$ cat src/rtl/cordic_vec_prerotate.sv
// rtl/cordic_vec_prerotate.sv - folds (X,Y) into the right half-plane ahead of a vectoring CORDIC
// Optional macro PREROT_HEADROOM_EN: halves x_out/y_out (floor) to absorb the CORDIC gain.
module cordic_vec_prerotate #(
  parameter int WIDTH      = 16,
  parameter int FRAC       = 11,
  parameter int CORDIC_LAT = 2
) (
  input  logic                    clk,
  input  logic                    rst,
  input  logic                    in_valid,
  input  logic signed [WIDTH-1:0] x_in,
  input  logic signed [WIDTH-1:0] y_in,
  output logic signed [WIDTH-1:0] x_out,
  output logic signed [WIDTH-1:0] y_out,
  output logic signed [WIDTH-1:0] theta_out,
  output logic                    out_valid,
  output logic                    res_valid,
  output logic [1:0]              res_quad,
  output logic                    sat_flag,
  output logic [15:0]             sat_count
);

  localparam logic signed [WIDTH-1:0] SMIN = {1'b1, {(WIDTH-1){1'b0}}};
  localparam logic signed [WIDTH-1:0] SMAX = {1'b0, {(WIDTH-1){1'b1}}};

  // pi/2 * 2^30 = 1686629713.06; rescale to FRAC bits and round half-up
  localparam logic [63:0] PI2_SCALED = (64'd1686629713 << FRAC) + (64'd1 << 29);
  localparam logic [63:0] PI2_WIDE   = PI2_SCALED >> 30;
  localparam logic signed [WIDTH-1:0] PI2_POS = PI2_WIDE[WIDTH-1:0];
  localparam logic signed [WIDTH-1:0] PI2_NEG = -PI2_POS;

  function automatic logic signed [WIDTH-1:0] sat_neg(input logic signed [WIDTH-1:0] v);
    sat_neg = (v == SMIN) ? SMAX : -v;
  endfunction

  // Stage A: capture
  logic                    va_q;
  logic signed [WIDTH-1:0] xa_q, ya_q;
  logic [1:0]              quad_a_q;

  always_ff @(posedge clk) begin
    if (rst) begin
      va_q     <= 1'b0;
      xa_q     <= '0;
      ya_q     <= '0;
      quad_a_q <= 2'b00;
    end else begin
      va_q <= in_valid;
      if (in_valid) begin
        xa_q     <= x_in;
        ya_q     <= y_in;
        quad_a_q <= {x_in[WIDTH-1], y_in[WIDTH-1]};
      end
    end
  end

  logic signed [WIDTH-1:0] xr_d, yr_d, th_d, xs_d, ys_d;
  logic                    sat_d;

  always_comb begin
    xr_d  = xa_q;
    yr_d  = ya_q;
    th_d  = '0;
    sat_d = 1'b0;
    case (quad_a_q)
      2'b10: begin
        xr_d  = ya_q;
        yr_d  = sat_neg(xa_q);
        th_d  = PI2_POS;
        sat_d = (xa_q == SMIN);
      end
      2'b11: begin
        xr_d  = sat_neg(ya_q);
        yr_d  = xa_q;
        th_d  = PI2_NEG;
        sat_d = (ya_q == SMIN);
      end
      default: begin
        xr_d  = xa_q;
        yr_d  = ya_q;
      end
    endcase
`ifdef PREROT_HEADROOM_EN
    xs_d = xr_d >>> 1;
    ys_d = yr_d >>> 1;
`else
    xs_d = xr_d;
    ys_d = yr_d;
`endif
  end

  // Stage B: registered outputs; data holds across bubbles
  logic                    vb_q, sat_q;
  logic signed [WIDTH-1:0] xb_q, yb_q, thb_q;
  logic [1:0]              quad_b_q;
  logic [15:0]             cnt_q;

  always_ff @(posedge clk) begin
    if (rst) begin
      vb_q     <= 1'b0;
      sat_q    <= 1'b0;
      xb_q     <= '0;
      yb_q     <= '0;
      thb_q    <= '0;
      quad_b_q <= 2'b00;
      cnt_q    <= 16'd0;
    end else begin
      vb_q  <= va_q;
      sat_q <= va_q & sat_d;
      if (va_q) begin
        xb_q     <= xs_d;
        yb_q     <= ys_d;
        thb_q    <= th_d;
        quad_b_q <= quad_a_q;
      end
      if (va_q && sat_d && (cnt_q != 16'hFFFF)) begin
        cnt_q <= cnt_q + 16'd1;
      end
    end
  end

  // Side-channel delay line matching the CORDIC latency (CORDIC_LAT must be >= 1)
  logic [2:0] dl_q [CORDIC_LAT];

  always_ff @(posedge clk) begin
    if (rst) begin
      for (int i = 0; i < CORDIC_LAT; i++) begin
        dl_q[i] <= 3'b000;
      end
    end else begin
      dl_q[0] <= {vb_q, quad_b_q};
      for (int i = 1; i < CORDIC_LAT; i++) begin
        dl_q[i] <= dl_q[i-1];
      end
    end
  end

  assign x_out     = xb_q;
  assign y_out     = yb_q;
  assign theta_out = thb_q;
  assign out_valid = vb_q;
  assign sat_flag  = sat_q;
  assign sat_count = cnt_q;
  assign res_valid = dl_q[CORDIC_LAT-1][2];
  assign res_quad  = dl_q[CORDIC_LAT-1][1:0];

endmodule

$ cat config.mk
export PLATFORM = sky130hd
export DESIGN_NAME = cordic_vec_prerotate
export DESIGN_NICKNAME = d
export VERILOG_FILES = /design/src/rtl/cordic_vec_prerotate.sv
export SDC_FILE = /design/constraint.sdc
export NUM_CORES = 1
export LEC_CHECK = 0
export CELL_PAD_IN_SITES_DETAIL_PLACEMENT = 1
export CELL_PAD_IN_SITES_GLOBAL_PLACEMENT = 1
export CORE_MARGIN = 3
export CORE_UTILIZATION = 40
export DETAILED_ROUTE_END_ITERATION = 12
export PLACE_DENSITY = 0.89
export REMOVE_ABC_BUFFERS = 1
export SLEW_MARGIN = 20
export SYNTH_ARGS = -nofsm -noshare
export SYNTH_HDL_FRONTEND = slang
export SYNTH_SLANG_ARGS = --single-unit
$ cat constraint.sdc
create_clock -name clk -period 3.92 [get_ports clk]
set_input_delay 0.784 -clock clk [delete_from_list [all_inputs] [get_ports clk]]
set_output_delay 0.784 -clock clk [all_outputs]
set_load 0.05 [all_outputs]
==> results.yml <==
outcome:
  status: "finished clean"
synthesis:
  synth_edf_count: 0
  synthAdderAreaFrac: 0.00813
  yosys_warnings: 0
  synth_area_leader_cell: "dfxtp_1"
  synth_cell_types: 49
  synth-seq-area-share: 0.407
  synth-simple-area-share: 0.202
  synth_compound_area_frac: 0.163
  syn-mean-instance-area_um2: 8.67
  synth-xor-area-share: 0.0341
  synthTopCellsByArea: "dfxtp_1, mux2i_1, nor2_1, a211oi_1, xnor2_1"
  netlist_instances: 533
  synth_area_mm2: 0.00462
  synth-seq-cells: 94
  synthArstFlopShare: 0
  ys.flop_type: "dfxtp_1"
  synth_top_cell_area_share: 0.407
  synth.area.mux_share: 0.118
  synth_top_family_by_area: "simple AND/OR/NAND/NOR gates"
layout:
  fin_area_mm2: 0.00597
  area_growth_pct: 29.2
  final_nets: 639
  layout_commonest_cell: "clkdlybuf4s50_1"
  diodes: 0
  drive_gt1_frac: 0.0611
  layout_common_cells: "clkdlybuf4s50_1, dfxtp_1, nor2_1"
  stdcell_count: 746
pwr:
  power.total_mw: 2.53
  peakVddDrop_mv: 0.201
  leakage_nw: 2.12
  p_per_area_mw_per_mm2: 424
die:
  die_x_um: 113
  die_y_um: 113
  design.core.area_mm2: 0.0111
  rows: 38
  num_io_pins: 104
  die-area_mm2: 0.0129
  initial_core_util: 0.417
setup_path:
  path_max_fanout: 20
  worstSetupPathType: "flip-flop to flip-flop"
  cp.arrival_ns: 3.20
  cp-start-kind: "flip-flop"
  crit_required_ns: 4.19
  worst_setup_path_end_kind: "flip-flop"
placement:
  place_inst: 730
  portBuffers: 103
  globalplace.congestion: 0.843
  dp_hpwl_um: 10100
  placed_area_mm2: 0.00561
timing:
  setup-tns-final_ns: 0
  min_period_ns: 2.93
  fin_crit_sh: 0.749
  slew_viol_final: 0
  fmax_mhz: 341
  setup_violations: 0
  worst_pin_slew_ns: 1.05
  finalHoldViolations: 0
  finClkSkew_ns: 0.00647
  maxSlewHeadroom: 0.302
  rsz0062_at_grt: "no"
global_route:
  grt_pass1_wl_um: 23800
  grt_pass1_vias: 4625
  grt-ovfl-total: 0
  grt_max_degree: 48
  antenna_found_initial: 0
  grtUsageTotal: 0.229
clocking:
  clock_latency_ns: 0.35
  clkSinkCount: 94
  cts_resized: 0
  htree_levels: 3
  post-cts-setup-buffers: 0
  cts_buffer_depth: 2
  cts-hold-fix-buffers: 0
  cts.clk_slew.worst_paths_ns: 0.07
  cts_made_buffers: 9
  cts_tree: "done"
  cts_root_buf: "clkbuf_16"
routing:
  drc: 0
  vias: 4346
  drt_pre_antenna_iters: 5
  viasPerCell: 5.83
  postRouteAntennaNets: 0
  drt_iter0_drc: 261
  routedWlPerCell_um: 19.7
  finalWirelength_um: 14700
run:
  maxCapViolCount: 0
hold_path:
  min_path_type: "flip-flop to flip-flop"
critical path, cell delays in order (launching register included):
cell,delay [ns]
dfxtp_1,0.37
inv_1,0.09
ha_1,0.17
or3b_1,0.50
or2_2,0.35
o32a_1,0.59
or4_1,0.62
a21oi_1,0.16
synthesized netlist by cell type, types with 3 or more instances:
master     n
buf_4     15
or4_1     13
or3_1     10
nor2b_1   11
clkbuf_1  32
nor4_1     3
a31oi_1    6
o31ai_1   15
inv_1     12
nor3_1    10
o21ai_0   23
or2_2      3
a311oi_1   4
nand3_1   16
and3_1     5
o211ai_1   4
buf_1      5
o41ai_1    4
xnor2_1   14
nand2_1   18
xor2_1     4
nor2_1    80
a211oi_1  22
nand4_1    6
dfxtp_1   94
mux2i_1   52
a21oi_1   21
ha_1       3
sequential cells by signal, indices dropped and copies added (netlist names):
name / count
sat_count: 16
x_out: 16
xa_q: 16
y_out: 16
ya_q: 15
dl_q: 6
theta_out: 3
quad_b_q: 2
out_valid: 1
quad_a_q: 1
sat_flag: 1
va_q: 1
cells by family after synthesis:
family          Yosys count
simple gates            187
compound gates          111
flops                    94
buf+inv                  66
mux                      54
xor+xnor                 18
fa+ha+maj                 3
routing by layer:
| metal | part of all wire | GRT usage | vias up | routed length [um] |
|---|---|---|---|---|
| met5 | 0 | 0 | - | 0 |
| met4 | 0.019 | 0.0817 | 0 | 283 |
| met3 | 0.054 | 0.0430 | 30 | 787 |
| met2 | 0.50 | 0.404 | 161 | 7410 |
| met1 | 0.42 | 0.278 | 2126 | 6200 |
| li1 | - | - | 2029 | - |
area by class of cell:
| class | count | area [um2] |
|---|---|---|
| clock buffers | 11 | 253 |
| clock inverters | 5 | 105 |
| fillers | 1282 | 5110 |
| inverters | 12 | 45.0 |
| multi-input cells | 373 | 2430 |
| flip-flops and latches | 94 | 1880 |
| well taps | 140 | 175 |
| repair buffers | 111 | 1080 |
where the power goes:
group,internal [mW],switching (mW)
Clock,0.659,0.386
Combinational,0.170,0.259
Sequential,0.999,0.0579
final timing paths:
check / startpoint / endpoint / slack, ns / cells after the start
max: ya_q[0] / sat_count[11] / 0.99 / 7
min: dl_q[0][2] / dl_q[0][5] / 0.44 / 1
max reg2reg: ya_q[0] / sat_count[11] / 0.99 / 7
min reg2reg: dl_q[0][2] / dl_q[0][5] / 0.44 / 1
metrics by stage:
stage | hold slack, ns | setup WS [ns] | util
after floorplan | 0.414 | -0.688 | -
after global placement | 0.423 | 1.20 | 0.506
after detailed placement | 0.438 | 1.04 | 0.506
after CTS | 0.453 | 1.02 | 0.539
after global routing | 0.466 | 0.875 | 0.539
final | 0.445 | 0.986 | 0.539
Note: power is estimated with default switching activity, not from simulation.
==> patch 1 (config.mk and constraints unchanged) <==
Change the parameter `CORDIC_LAT` from 2 to 1.
--- a/src/rtl/cordic_vec_prerotate.sv
+++ b/src/rtl/cordic_vec_prerotate.sv
@@ -3,7 +3,7 @@
 module cordic_vec_prerotate #(
   parameter int WIDTH      = 16,
   parameter int FRAC       = 11,
-  parameter int CORDIC_LAT = 2
+  parameter int CORDIC_LAT = 1
 ) (
   input  logic                    clk,
   input  logic                    rst,
Function: changed (a bounded check fails within 4 cycles, from zero or initial values and one cycle with rst high).
==> patch 1 against the original RTL <==
Core utilization fell by 1.6 points. Largest power group unchanged. Global-route usage fell by 1.0 points. Sequential cell count fell by 3. Critical path type unchanged. Wire length fell by 8.1%. Largest cell class unchanged. Total power fell by 13%. Final area fell by 4.1%. Synthesized area fell by 2.5%. Worst setup slack improved by 0.34 ns. Sequential share of layout area rose by 0.31 points.
==> patch 1: results <==
export IMPL_wl_met2_mm=6.65
export IMPL_placed_cell_area_mm2=0.00549
export IMPL_ys_seq_area_share_pct=40.4
export IMPL_hold_path_class="reg -> reg"
export IMPL_grt_max_degree=43
export IMPL_yosysWarnings=0
export IMPL_ys_top_cells_by_count="nor2_1 (102), dfxtp_1 (91), mux2i_1 (36)"
export IMPL_setup_viol=0
export IMPL_routabilityCongestion=0.840
export IMPL_grt_antenna_before_repair=0
export IMPL_grt_pass1_vias=4372
export IMPL_met2_usage_pct=36.6
export IMPL_highest_layer="met4"
export IMPL_status="complete, no violations"
export IMPL_yosysUniqueCellTypes=58
export IMPL_cts_buffer_depth=2
export IMPL_arrival_ns=2.83
export IMPL_cts_root_buffer="clkbuf_16"
export IMPL_wl_met1_mm=5.93
export IMPL_design_area_mm2=0.00572
export IMPL_firstDrtPassIters=4
export IMPL_slew_headroom_pct=31.9
export IMPL_netlist_instances=533
export IMPL_num_vias=4131
export IMPL_h_tree_depth=3
export IMPL_postCtsSetupRepairBufs=0
export IMPL_drt_iter0_drc=247
export IMPL_antenna_cells=0
export IMPL_routedWlPerCell_um=18.2
export IMPL_ys_top_cells_by_area="dfxtp_1 (40%), nor2_1 (8.5%), mux2i_1 (8.0%)"
export IMPL_met3_usage_pct=4.91
export IMPL_dp_hpwl_mm=9.54
export IMPL_drive_gt1_share_pct=5.81
export IMPL_p_leak_uw=0.00210
export IMPL_path_clk_slew_ns=0.06
export IMPL_hold_viol_final=0
export IMPL_numPortBuffers=103
export IMPL_synth_ff_type="dfxtp_1"
export IMPL_vias_per_cell=5.57
export IMPL_wl_met3_um=728
export IMPL_path_max_fanout=14
export IMPL_place_detailed_instances=730
export IMPL_grtUsageTotal_pct=21.9
export IMPL_grt_pass1_wl_mm=22.5
export IMPL_grt_use_met1_pct=28.3
export IMPL_max_vdd_ir_drop_v=0.000166
export IMPL_finalClockSkew_ns=0.00666
export IMPL_fill_cells=1293
patch 1: final cells by class:
type | instances | share of cell area, %
clock buffer | 11 | 4.07
clock inverter | 1 | 0.0875
inverter | 14 | 0.918
multi-input combinational | 375 | 41.3
sequential | 91 | 31.9
tap | 140 | 3.06
timing repair buffer | 110 | 18.8
patch 1: worst paths after layout:
path                                            from                         to  slack, ns  cells past startpoint
worst min register to register  out_valid$_SDFF_PP0_      dl_q[0][2]$_SDFF_PP0_       0.47                      1
worst min-delay path            out_valid$_SDFF_PP0_      dl_q[0][2]$_SDFF_PP0_       0.47                      1
worst max register to register  ya_q[1]$_SDFFE_PP0P_  sat_count[5]$_SDFFE_PP0P_       1.32                      8
worst max-delay path            ya_q[1]$_SDFFE_PP0P_  sat_count[5]$_SDFFE_PP0P_       1.32                      8
patch 1: critical path: stages (launching register included):
cell and delay, ns:
dfxtp_1 0.35, inv_1 0.12, ha_1 0.23, nor4b_4 0.33, nand3_2 0.18, nor4_4 0.29, o211ai_2 0.30, nor4_1 0.32
mux2_2 0.37
patch 1: where the power goes:
group / switching, uW / internal (uW) / total [uW]
clock: 334 / 415 / 749
sequential: 59.4 / 969 / 1030
combinational: 247 / 170 / 417
total: 641 / 1550 / 2190
patch 1: logic make-up (layout without fill, tap and decap cells):
group	count (synthesis)	in the layout	share of synthesized area, %
flops	91	91	40.4
simple gates	205	205	23.0
buf+inv	67	136	7.14
compound gates	104	104	15.1
fa+ha+maj	3	3	0.833
xor+xnor	23	23	4.47
mux	40	40	9.00
==> patch 2 (same settings) <==
Without the edit above. Remove the register `sat_q`: a continuous assignment takes its place, so the output `sat_flag` follows one clock earlier.
--- a/src/rtl/cordic_vec_prerotate.sv
+++ b/src/rtl/cordic_vec_prerotate.sv
@@ -98,7 +98,6 @@
   always_ff @(posedge clk) begin
     if (rst) begin
       vb_q     <= 1'b0;
-      sat_q    <= 1'b0;
       xb_q     <= '0;
       yb_q     <= '0;
       thb_q    <= '0;
@@ -106,7 +105,6 @@
       cnt_q    <= 16'd0;
     end else begin
       vb_q  <= va_q;
-      sat_q <= va_q & sat_d;
       if (va_q) begin
         xb_q     <= xs_d;
         yb_q     <= ys_d;
@@ -118,6 +116,8 @@
       end
     end
   end
+
+  assign sat_q = va_q & sat_d;
 
   // Side-channel delay line matching the CORDIC latency (CORDIC_LAT must be >= 1)
   logic [2:0] dl_q [CORDIC_LAT];
Behaviour: not the same (Yosys sat finds a counterexample within 4 cycles, from zero or initial values and one cycle with rst high).
==> patch 2 against the original RTL <==
Sequential cell count is 1 lower. Clock power is 17% lower. Synthesized area is 1.7% lower. Worst setup slack worse by 0.39 ns. Register-to-register slack better by 0.35 ns. Wire length is 8.8% lower. Total power is 8.3% lower. Non-clock buffer count is 2 higher. Final area is 1.8% lower. Count of clock-buffer cells in the layout stayed put. Critical path type is now reg -> out. Largest cell class unchanged.
==> patch 2: results <==
export IMPL_met2_usage_pct=37.8
export IMPL_whs_ns=0.451
export IMPL_fill_cells=1276
export IMPL_slowest_stage="nor3b_1"
export IMPL_path_max_fanout=24
export IMPL_worstHoldEndpoint="dl_q[0][4]$_SDFF_PP0_"
export IMPL_synth_adder_area_share_pct=0.826
export IMPL_ys_top_cells_by_area="dfxtp_1 (41%), mux2i_1 (11%), nor2_1 (6.4%)"
export IMPL_wl_met2_mm=6.80
export IMPL_min_from="dl_q[0][1]$_SDFF_PP0_"
export IMPL_switchingPower_uw=694
export IMPL_synth_compound_area_share_pct=14.8
export IMPL_dp_hpwl_mm=9.64
export IMPL_synthMuxAreaShare_pct=12.2
export IMPL_arrival_ns=2.54
export IMPL_synth_xor_xnor_area_share_pct=3.47
export IMPL_place_ws_ns=1.09
export IMPL_ys_top_cells_by_count="dfxtp_1 (93), nor2_1 (78), mux2i_1 (52)"
export IMPL_r2r_setup_slack_ns=1.34
export IMPL_grt_max_degree=50
export IMPL_met3_usage_pct=3.94
export IMPL_routed_wl_mm=13.4
export IMPL_num_vias=4196
export IMPL_grt_use_met1_pct=26.0
export IMPL_p_leak_uw=0.00209
export IMPL_ys_seq_area_share_pct=41.0
export IMPL_worst_path_largest_cell_delay_ns=0.52
export IMPL_status="complete, no violations"
export IMPL_drt_iter0_drc=225
export IMPL_final_net_count=629
export IMPL_grt_pass1_vias=4459
export IMPL_wl_met3_um=649
export IMPL_max_vdd_ir_drop_v=0.000203
export IMPL_firstDrtPassIters=4
export IMPL_finalClockSkew_ns=0.0123
export IMPL_routabilityCongestion=0.836
export IMPL_drive_gt1_share_pct=7.38
-- patch 2: per-stage QoR --
step	cell area [um2]	cells
floorplan	4280	467
global route	5860	736
finish	5860	736
CTS	5860	736
global placement	5560	720
detailed placement	5560	720
-- patch 2: cell type report --
type / instances / area [um2] / area share [%]
sequential: 93 / 1860 / 31.8
clock buffer: 11 / 253 / 4.31
tap: 140 / 175 / 2.99
multi-input combinational: 360 / 2370 / 40.4
inverter: 14 / 52.6 / 0.897
clock inverter: 5 / 42.5 / 0.726
timing repair buffer: 113 / 1110 / 18.9
-- patch 2: worst max-delay path by stage --
stage	depth (start not counted)	from	slack, ns	to
after floorplan	0	theta_out[14]$_SDFFE_PP0P_	-0.69	theta_out[12]
after global placement	7	ya_q[0]$_SDFFE_PP0P_	1.15	sat_flag
after detailed placement	7	ya_q[0]$_SDFFE_PP0P_	1.09	sat_flag
after CTS	7	ya_q[0]$_SDFFE_PP0P_	0.60	sat_flag
after global routing	7	ya_q[0]$_SDFFE_PP0P_	0.38	sat_flag
final	7	ya_q[0]$_SDFFE_PP0P_	0.60	sat_flag
-- patch 2: power groups by stage --
stage / clock network, uW / logic (uW) / registers (uW)
floorplan: 0 / 160 / 1140
finish: 862 / 421 / 1040
CTS: 875 / 423 / 1040
global route: 911 / 454 / 1050
global placement: 0 / 408 / 1050
detailed placement: 0 / 418 / 1060
-- patch 2: cell families after synthesis --
| kind of cell | count (synthesis) |
|---|---|
| AOI/OAI and AO/OA | 101 |
| xor gates and xnor gates | 18 |
| adders and majority gates | 3 |
| buffers and inverters | 66 |
| DFF | 93 |
| muxes | 55 |
| and+or+nand+nor | 183 |
